## src/rtl/axis_video_pkg.sv

```systemverilog
// Shared definitions for the 64-bit sync-coded video stream: tuser bit positions,
// frame generator FSM states, pattern selection and row sizing helpers.
package axis_video_pkg;

  localparam int TU_SOF = 0;
  localparam int TU_EOF = 1;
  localparam int TU_SOL = 2;
  localparam int TU_EOL = 3;

  typedef enum logic [1:0] {ST_IDLE, ST_GAP, ST_LINE, ST_DONE} fg_state_e;

  typedef enum logic {PAT_RAMP = 1'b0, PAT_ROW_OFS = 1'b1} pattern_e;

  // ceil(x_size * pixel_width / 8); 8191 * 4 bytes still fits 16 bits
  function automatic logic [12:0] beats_per_row(input logic [12:0] x_size,
                                                input logic [2:0]  pw);
    logic [15:0] nbytes;
    nbytes = 16'(x_size) * 16'(pw);
    return 13'((nbytes + 16'd7) >> 3);
  endfunction

  function automatic logic [3:0] sync_code(input logic first, input logic last,
                                           input logic first_row, input logic last_row);
    logic [3:0] u;
    u = '0;
    if (first) u[first_row ? TU_SOF : TU_SOL] = 1'b1;
    if (last)  u[last_row  ? TU_EOF : TU_EOL] = 1'b1;
    return u;
  endfunction

endpackage

```

## src/rtl/axis_frame_gen_lane_pack.sv

```systemverilog
// Combinational 8-lane byte generator: walks pixel/component counters across the
// lanes of one beat and returns the packed word plus the state for the next beat.
module axis_frame_gen_lane_pack #(
  parameter int XW = 13
) (
  input  logic [2:0]    pixel_width,
  input  logic [XW-1:0] x_size,
  input  logic [7:0]    ofs,
  input  logic [XW:0]   pix_start,
  input  logic [1:0]    comp_start,
  output logic [63:0]   data,
  output logic [XW:0]   pix_next,
  output logic [1:0]    comp_next
);

  logic [1:0]  comp_last;
  logic [XW:0] p;
  logic [1:0]  c;

  assign comp_last = 2'(pixel_width - 3'd1);

  // Each lane takes the previous lane's counters; no division in the byte path
  always_comb begin
    p    = pix_start;
    c    = comp_start;
    data = '0;
    for (int i = 0; i < 8; i++) begin
      if (p < {1'b0, x_size}) data[i*8 +: 8] = p[7:0] + ofs;
      if (c == comp_last) begin
        p = p + 1'b1;
        c = '0;
      end else begin
        c = c + 2'd1;
      end
    end
    pix_next  = p;
    comp_next = c;
  end

endmodule

```

## src/rtl/axis_frame_gen.sv

```systemverilog
// AXI-stream test frame source: ramp / row-offset ramp rows with SOF/SOL/EOL/EOF
// tuser codes, per-row tlast and a programmable idle gap ahead of every row.
module axis_frame_gen
  import axis_video_pkg::*;
#(
  parameter int DATA_WIDTH = 64,
  parameter int MAX_X_SIZE = 8191,
  parameter int MAX_Y_SIZE = 8191,
  parameter int GAP_WIDTH  = 16,
  localparam int XW = $clog2(MAX_X_SIZE + 1),
  localparam int YW = $clog2(MAX_Y_SIZE + 1)
) (
  input  logic                  aclk,
  input  logic                  aclk_reset,
  input  logic                  aclk_start,
  input  logic [2:0]            aclk_pixel_width,
  input  logic [XW-1:0]         aclk_x_size,
  input  logic [YW-1:0]         aclk_y_size,
  input  logic [GAP_WIDTH-1:0]  aclk_line_gap,
  input  logic                  aclk_pattern_sel,
  output logic                  aclk_busy,
  output logic                  aclk_done,
  output logic                  aclk_cfg_error,
  output logic [15:0]           aclk_frame_cnt,
  input  logic                  aclk_tready,
  output logic                  aclk_tvalid,
  output logic [3:0]            aclk_tuser,
  output logic                  aclk_tlast,
  output logic [DATA_WIDTH-1:0] aclk_tdata
);

  fg_state_e            state_q, state_d;
  logic [2:0]           pw_q;
  logic [XW-1:0]        x_q;
  logic [YW-1:0]        y_q, row_q;
  logic [GAP_WIDTH-1:0] gap_q, gap_cnt;
  pattern_e             pat_q;
  logic [12:0]          beats_q, beat_q;
  logic [XW:0]          pix_q, lp_pix_next;
  logic [1:0]           comp_q, lp_comp_next;
  logic [63:0]          lp_data;
  logic [7:0]           ofs;
  logic                 cfg_ok, accept, last_beat, last_row, gap_done, next_is_last;

  assign cfg_ok       = (aclk_pixel_width != 3'd0) && (aclk_pixel_width <= 3'd4) &&
                        (aclk_x_size != '0) && (aclk_y_size != '0);
  assign accept       = aclk_tvalid & aclk_tready;
  assign last_beat    = (beat_q == beats_q - 13'd1);
  assign next_is_last = (beat_q + 13'd1 == beats_q - 13'd1);
  assign last_row     = (row_q == y_q - 1'b1);
  assign gap_done     = (gap_cnt == gap_q);
  assign ofs          = (pat_q == PAT_ROW_OFS) ? row_q[7:0] : 8'd0;

  axis_frame_gen_lane_pack #(.XW(XW)) u_pack (
    .pixel_width (pw_q),
    .x_size      (x_q),
    .ofs         (ofs),
    .pix_start   (pix_q),
    .comp_start  (comp_q),
    .data        (lp_data),
    .pix_next    (lp_pix_next),
    .comp_next   (lp_comp_next)
  );

  always_ff @(posedge aclk) begin
    if (aclk_reset) state_q <= ST_IDLE;
    else            state_q <= state_d;
  end

  always_comb begin
    state_d   = state_q;
    aclk_busy = (state_q != ST_IDLE);
    aclk_done = 1'b0;
    unique case (state_q)
      ST_IDLE: if (aclk_start && cfg_ok) state_d = ST_GAP;
      ST_GAP:  if (gap_done) state_d = ST_LINE;
      ST_LINE: if (accept && last_beat) state_d = last_row ? ST_DONE : ST_GAP;
      ST_DONE: begin
        aclk_done = 1'b1;
        state_d   = ST_IDLE;
      end
      default: state_d = ST_IDLE;
    endcase
  end

  always_ff @(posedge aclk) begin
    if (aclk_reset) begin
      pw_q           <= '0;
      x_q            <= '0;
      y_q            <= '0;
      gap_q          <= '0;
      pat_q          <= PAT_RAMP;
      beats_q        <= '0;
      beat_q         <= '0;
      row_q          <= '0;
      gap_cnt        <= '0;
      pix_q          <= '0;
      comp_q         <= '0;
      aclk_cfg_error <= 1'b0;
      aclk_frame_cnt <= '0;
      aclk_tvalid    <= 1'b0;
      aclk_tuser     <= '0;
      aclk_tlast     <= 1'b0;
      aclk_tdata     <= '0;
    end else begin
      aclk_cfg_error <= 1'b0;
      unique case (state_q)
        ST_IDLE: if (aclk_start) begin
          pw_q           <= aclk_pixel_width;
          x_q            <= aclk_x_size;
          y_q            <= aclk_y_size;
          gap_q          <= aclk_line_gap;
          pat_q          <= pattern_e'(aclk_pattern_sel);
          beats_q        <= beats_per_row(13'(aclk_x_size), aclk_pixel_width);
          row_q          <= '0;
          gap_cnt        <= '0;
          pix_q          <= '0;
          comp_q         <= '0;
          aclk_cfg_error <= !cfg_ok;
        end
        ST_GAP: begin
          if (gap_done) begin
            aclk_tvalid <= 1'b1;
            aclk_tdata  <= DATA_WIDTH'(lp_data);
            aclk_tuser  <= sync_code(1'b1, beats_q == 13'd1, row_q == '0, last_row);
            aclk_tlast  <= (beats_q == 13'd1);
            beat_q      <= '0;
            pix_q       <= lp_pix_next;
            comp_q      <= lp_comp_next;
          end else begin
            gap_cnt <= gap_cnt + 1'b1;
          end
        end
        ST_LINE: if (accept) begin
          if (last_beat) begin
            aclk_tvalid <= 1'b0;
            aclk_tdata  <= '0;
            aclk_tuser  <= '0;
            aclk_tlast  <= 1'b0;
            pix_q       <= '0;
            comp_q      <= '0;
            gap_cnt     <= '0;
            if (!last_row) row_q <= row_q + 1'b1;
          end else begin
            aclk_tdata <= DATA_WIDTH'(lp_data);
            aclk_tuser <= sync_code(1'b0, next_is_last, row_q == '0, last_row);
            aclk_tlast <= next_is_last;
            beat_q     <= beat_q + 13'd1;
            pix_q      <= lp_pix_next;
            comp_q     <= lp_comp_next;
          end
        end
        ST_DONE: aclk_frame_cnt <= aclk_frame_cnt + 16'd1;
        default: ;
      endcase
    end
  end

endmodule

```

## config.mk

```make
export PLATFORM = sky130hd
export DESIGN_NAME = axis_frame_gen
export DESIGN_NICKNAME = d
export VERILOG_FILES = /design/src/rtl/axis_video_pkg.sv /design/src/rtl/axis_frame_gen_lane_pack.sv /design/src/rtl/axis_frame_gen.sv
export SDC_FILE = /design/constraint.sdc
export NUM_CORES = 1
export LEC_CHECK = 0
export CAP_MARGIN = 0
export CORE_AREA = 2 2 212 172
export CTS_CLUSTER_DIAMETER = 40
export DETAILED_ROUTE_END_ITERATION = 10
export DIE_AREA = 0 0 214 174
export HOLD_SLACK_MARGIN = 0.06
export PLACE_DENSITY = 0.83
export REMOVE_ABC_BUFFERS = 1
export SETUP_SLACK_MARGIN = 0.4
export SLEW_MARGIN = 10
export SYNTH_ARGS = -nofsm -noshare
export SYNTH_HDL_FRONTEND = slang
export SYNTH_SLANG_ARGS = --single-unit
```

## constraint.sdc

```tcl
create_clock -name aclk -period 11.9 [get_ports aclk]
set_clock_uncertainty 0.15 [all_clocks]
set_input_delay 2.38 -clock aclk [delete_from_list [all_inputs] [get_ports aclk]]
set_output_delay 2.38 -clock aclk [all_outputs]
set_load 0.005 [all_outputs]
```

==> results.md <==
- The kind of critical path is reg -> reg.
- In this run, CTS created clock tree buffers numbering 30.
- Yosys instantiated no cell more often than sky130_fd_sc_hd__nand2_1.
- The root cell of the clock tree is sky130_fd_sc_hd__clkbuf_16.
- In this run the worst hold path is classified as reg -> reg.
- STA puts the critical path data arrival time at 10.42 ns.
- Sorting the synthesized cells by how often they occur yields 256 x sky130_fd_sc_hd__nand2_1, 208 x sky130_fd_sc_hd__nor2_1, 205 x sky130_fd_sc_hd__dfxtp_1.
- The number of DRC markers in iteration 0 is 1506.
- The leakage power of the design is 8.902 nW.
- The worst reg-to-reg path cell count is 36.
- OpenSTA, run right after detailed placement, puts the worst setup slack at 1.961 ns.
- The endpoint required time on the critical path is 12.22 ns.
- The proportion of netlist area held by the largest area contributor is 0.2270.
- The number of buffers on the longest clock path is 3.
- Max-cap violations in this run came to 0.
- In this run the number of H-tree levels came out at 1.
- Power spread over the standard cell area amounts to 146.3 nW/um^2.
- The routed wire length per instance is 19.03 um.
- The met1 wire length is 24140 um.
- The number of antenna violations at the first check in global routing is 0.
- The maximum fanout count along the critical path is 35.
- The flow ran to the end, and the final reports show no timing, DRC or antenna violations.
- The cell count after synthesis is 2287.
- In this run the count of I/O pins placed on the die edge is 139.
- The max-slew violation total from the final report was 0.
- The number of flops mapped to enable cells by yosys is 0.
- The combined area of all synthesized cells is 18080 um^2.
- The post-synthesis async set-or-reset flop share is 0.
- The total area inside the core boundary comes to 35300 um^2.
- The total negative slack for setup checks is 0 ns.
- In this run the worst setup path begins at comp_q[0].
- The worst ir drop on vdd is 0.0001116 V.
- The routed via count is 17.23k.
- The residual antenna-violating net count after detailed routing is 0.
- Setup violations remaining at the end of the flow were counted as 0.
- On the worst path, the slowest cell contributes a delay of 0.98 ns.
- The die boundary height is 174 um.
- The hold-critical path depth is 2.
- The largest delay contributor family on the critical path is compound AO/OA/AOI/OAI gates.
- In the post-route analysis, the smallest setup slack over all paths is 1.807 ns.
- The clock period minus worst slack is 10.09 ns.
- The core utilization of the finished layout is 0.5901.
- The hold violation total from the final report was 0.
- The setup slack on the worst flop-to-flop path is 1.81 ns.
- The highest metal layer carrying signal wires in the routed design is met4.
- The final weighted congestion in routability-driven placement is 0.9625.
- Ranked by total cell area, the synthesized netlist is headed by sky130_fd_sc_hd__dfxtp_1 23%, sky130_fd_sc_hd__ha_1 14%, sky130_fd_sc_hd__xnor2_1 6.4%.
- The post-route non-filler standard cell count is 2870.
- In this run, post-CTS repair resized a total of 0 instances.
- Relative to the synthesized area, the layout overhead comes to 15.22%.
- In this run the tightest slew margin relative to its limit is 0.2526.
- The net count of the finished layout is 2638.
- The HPWL after detailed placement is 41770 um.
- The worst hold path begins at aclk_tdata[25].
- The mean instance size in the synthesized netlist is 7.904 um^2.
- The reg-to-reg endpoint is aclk_tdata[61].
- The kind of start point of the critical path is a flop.
- The latest clock arrival within the worst-skew pair is 0.60 ns.
- The maximum number of pins on one net before global-route repair is 98.
- Setup repair after global routing left no endpoint under its margin.
- The count of buffers from port buffering is 138.
- The DRC violation count after routing is 0.
- After detailed placement, the design holds a cell count of 2816.
- The total of flip-flops plus latches after synthesis is 205.
- The global-route usage over all layers is 0.2848.
- The worst setup path is captured at a flop.
- After floorplanning, the core was divided into 62 placement rows.
- After detailed routing, the met2 layer carries 24240 um of wire.
- The transition time at the pin with the least slew margin is 1.119 ns.
- Yosys printed 0 warnings.
- The number of buffers and inverters on the critical path is 3.
- The number of library cell types mapped by synthesis is 101.
- For hold timing, the worst endpoint is aclk_tdata[25].
- The placed instances occupy a cell area of 19760 um^2.
- Using the TritonRoute via totals, the vias-per-cell ratio works out to 6.005.
- The first global-routing pass estimated 86770 um of wire.
- The top achievable clock speed is 99.08 MHz.
- The starting density of the core is 0.5121.
- For this run, the detailed router's first-pass iteration total came to 6.
- The number of sinks driven by the clock tree is 205.
- The via count of the first global-routing pass is 16.57k.
- Dividing the final minimum period by the clock period gives 0.8481.
- The CTS tree is yes.
- The wire length on met3 is 4390 um.
- The number of post-CTS setup repair buffers is 0.
- The hold buffer count at CTS is 0.
- The die boundary width is 214 um.
- In the final layout, the share of cells above drive strength 1 is 0.05188.
- The most used flip-flop cell after synthesis is sky130_fd_sc_hd__dfxtp_1.
- The finished cells cover 20830 um^2.
- The total overflow left after global routing is 0.
- The largest individual stage delay along the critical path comes from the cell sky130_fd_sc_hd__dfxtp_1.
- The biggest area contributor in the post-synthesis netlist is sky130_fd_sc_hd__dfxtp_1.
- The clock slew at the register clock pins of the worst setup and hold paths is 0.06 ns.
- The detailed-route wire length is 54630 um.
- The launching point of the worst reg2reg path is comp_q[0].
- The area enclosed by the die boundary is 37240 um^2.
- The cell type with the highest occurrence count on the critical path is sky130_fd_sc_hd__ha_1.
- The share of the yosys chip area belonging to registers is 0.2270.
- After filler insertion, the fill cell instance count of the layout stands at 3147.
- 0 antenna diodes ended up in the layout.
-- where the power goes --
part           switching [mW]  internal [mW]
Sequential             0.0662          0.748
Combinational           0.784          0.515
Clock                   0.363          0.571
Total                    1.21           1.83
-- worst reg2reg max path: cells and delay by family, from the launching register on --
family | cells | cell delay (ns)
AOI/OAI and AO/OA | 11 | 2.82
adders and majority gates | 6 | 1.87
and+or+nand+nor | 10 | 1.78
xor gates and xnor gates | 3 | 1.12
DFF | 1 | 0.98
muxes | 3 | 0.93
buffers and inverters | 3 | 0.34
-- how the worst max path moves through the flow --
stage / cells past startpoint / slack, ns / endpoint
after floorplan: 36 / 3.28 / aclk_tdata[58]
after global placement: 36 / 2.45 / aclk_tdata[58]
after detailed placement: 36 / 1.96 / aclk_tdata[58]
after CTS: 36 / 1.95 / aclk_tdata[61]
after global routing: 36 / 0.84 / aclk_tdata[61]
final: 36 / 1.81 / aclk_tdata[61]
-- stage by stage --
step	power, mW	hold slack (ns)
floorplan	1.685	0.2803
global placement	2.061	0.2884
detailed placement	2.102	0.3005
CTS	3.048	0.3002
global route	3.234	0.3140
finish	3.048	0.2982
-- cell families after synthesis --
group / Yosys count / share of synthesized area
XOR/XNOR: 254 / 0.1310
multiplexers: 17 / 0.01004
AO/OA/AOI/OAI: 544 / 0.2006
AND/OR/NAND/NOR: 821 / 0.2229
flip-flops: 205 / 0.2270
buffers and inverters: 226 / 0.04824
adder cells (fa/ha/maj): 220 / 0.1602
-- layout by cell type (no fill, tap or decap), types with 6 or more instances in the layout --
cell type                         count
sky130_fd_sc_hd__o211ai_1             9
sky130_fd_sc_hd__and3_1              33
sky130_fd_sc_hd__a211oi_1             9
sky130_fd_sc_hd__nor3b_1             10
sky130_fd_sc_hd__nand3b_1            17
sky130_fd_sc_hd__and2_1              23
sky130_fd_sc_hd__nand2b_1            30
sky130_fd_sc_hd__and4_1               6
sky130_fd_sc_hd__a22o_1               8
sky130_fd_sc_hd__nor3_1              38
sky130_fd_sc_hd__nor4_1              27
sky130_fd_sc_hd__fa_1                19
sky130_fd_sc_hd__nor2b_1             28
sky130_fd_sc_hd__clkdlybuf4s50_1    137
sky130_fd_sc_hd__xnor2_1            133
sky130_fd_sc_hd__a21oi_1            166
sky130_fd_sc_hd__nand3_1             48
sky130_fd_sc_hd__a32oi_1             20
sky130_fd_sc_hd__ha_1               201
sky130_fd_sc_hd__mux2i_1             10
sky130_fd_sc_hd__xor2_1             108
sky130_fd_sc_hd__clkinvlp_4           6
sky130_fd_sc_hd__buf_4               13
sky130_fd_sc_hd__mux2_2               6
sky130_fd_sc_hd__or2_2                7
sky130_fd_sc_hd__nand4_1             34
sky130_fd_sc_hd__o21a_1              51
sky130_fd_sc_hd__inv_1              121
sky130_fd_sc_hd__xnor2_2              6
sky130_fd_sc_hd__a22oi_1             54
sky130_fd_sc_hd__nand2_1            255
sky130_fd_sc_hd__nor2_1             208
sky130_fd_sc_hd__o21bai_1            16
sky130_fd_sc_hd__dfxtp_1            205
sky130_fd_sc_hd__o21ai_0             75
sky130_fd_sc_hd__a31oi_1             10
sky130_fd_sc_hd__a21o_1              48
sky130_fd_sc_hd__clkbuf_16           30
sky130_fd_sc_hd__or3_1               22
-- per-layer routing --
layer  up-vias  global-route usage
met3       123             0.04917
met2       673              0.4606
li1       8238                   -
met5         -                   0
met1      8199              0.3847
met4         0             0.09470
-- sequential cells by signal, indices dropped and copies added, names as in the netlist, 2 cells and up --
register,flops
beat_q,13
gap_q,16
aclk_frame_cnt,16
gap_cnt,16
aclk_tdata,64
state_q,2
aclk_tuser,4
row_q,13
pix_q,14
pw_q,2
comp_q,2
beats_q,13
y_q,13
x_q,13
-- area by class of cell --
class	count	area (um^2)	share of cell area
clock buffers	34	785.8	0.03773
clock inverters	20	277.8	0.01334
inverters	125	469.2	0.02253
multi-input cells	1856	13120	0.6300
flip-flops and latches	205	4104	0.1970
well taps	480	600.6	0.02884
repair buffers	150	1469	0.07053
Power figures use the tool's default switching activity.
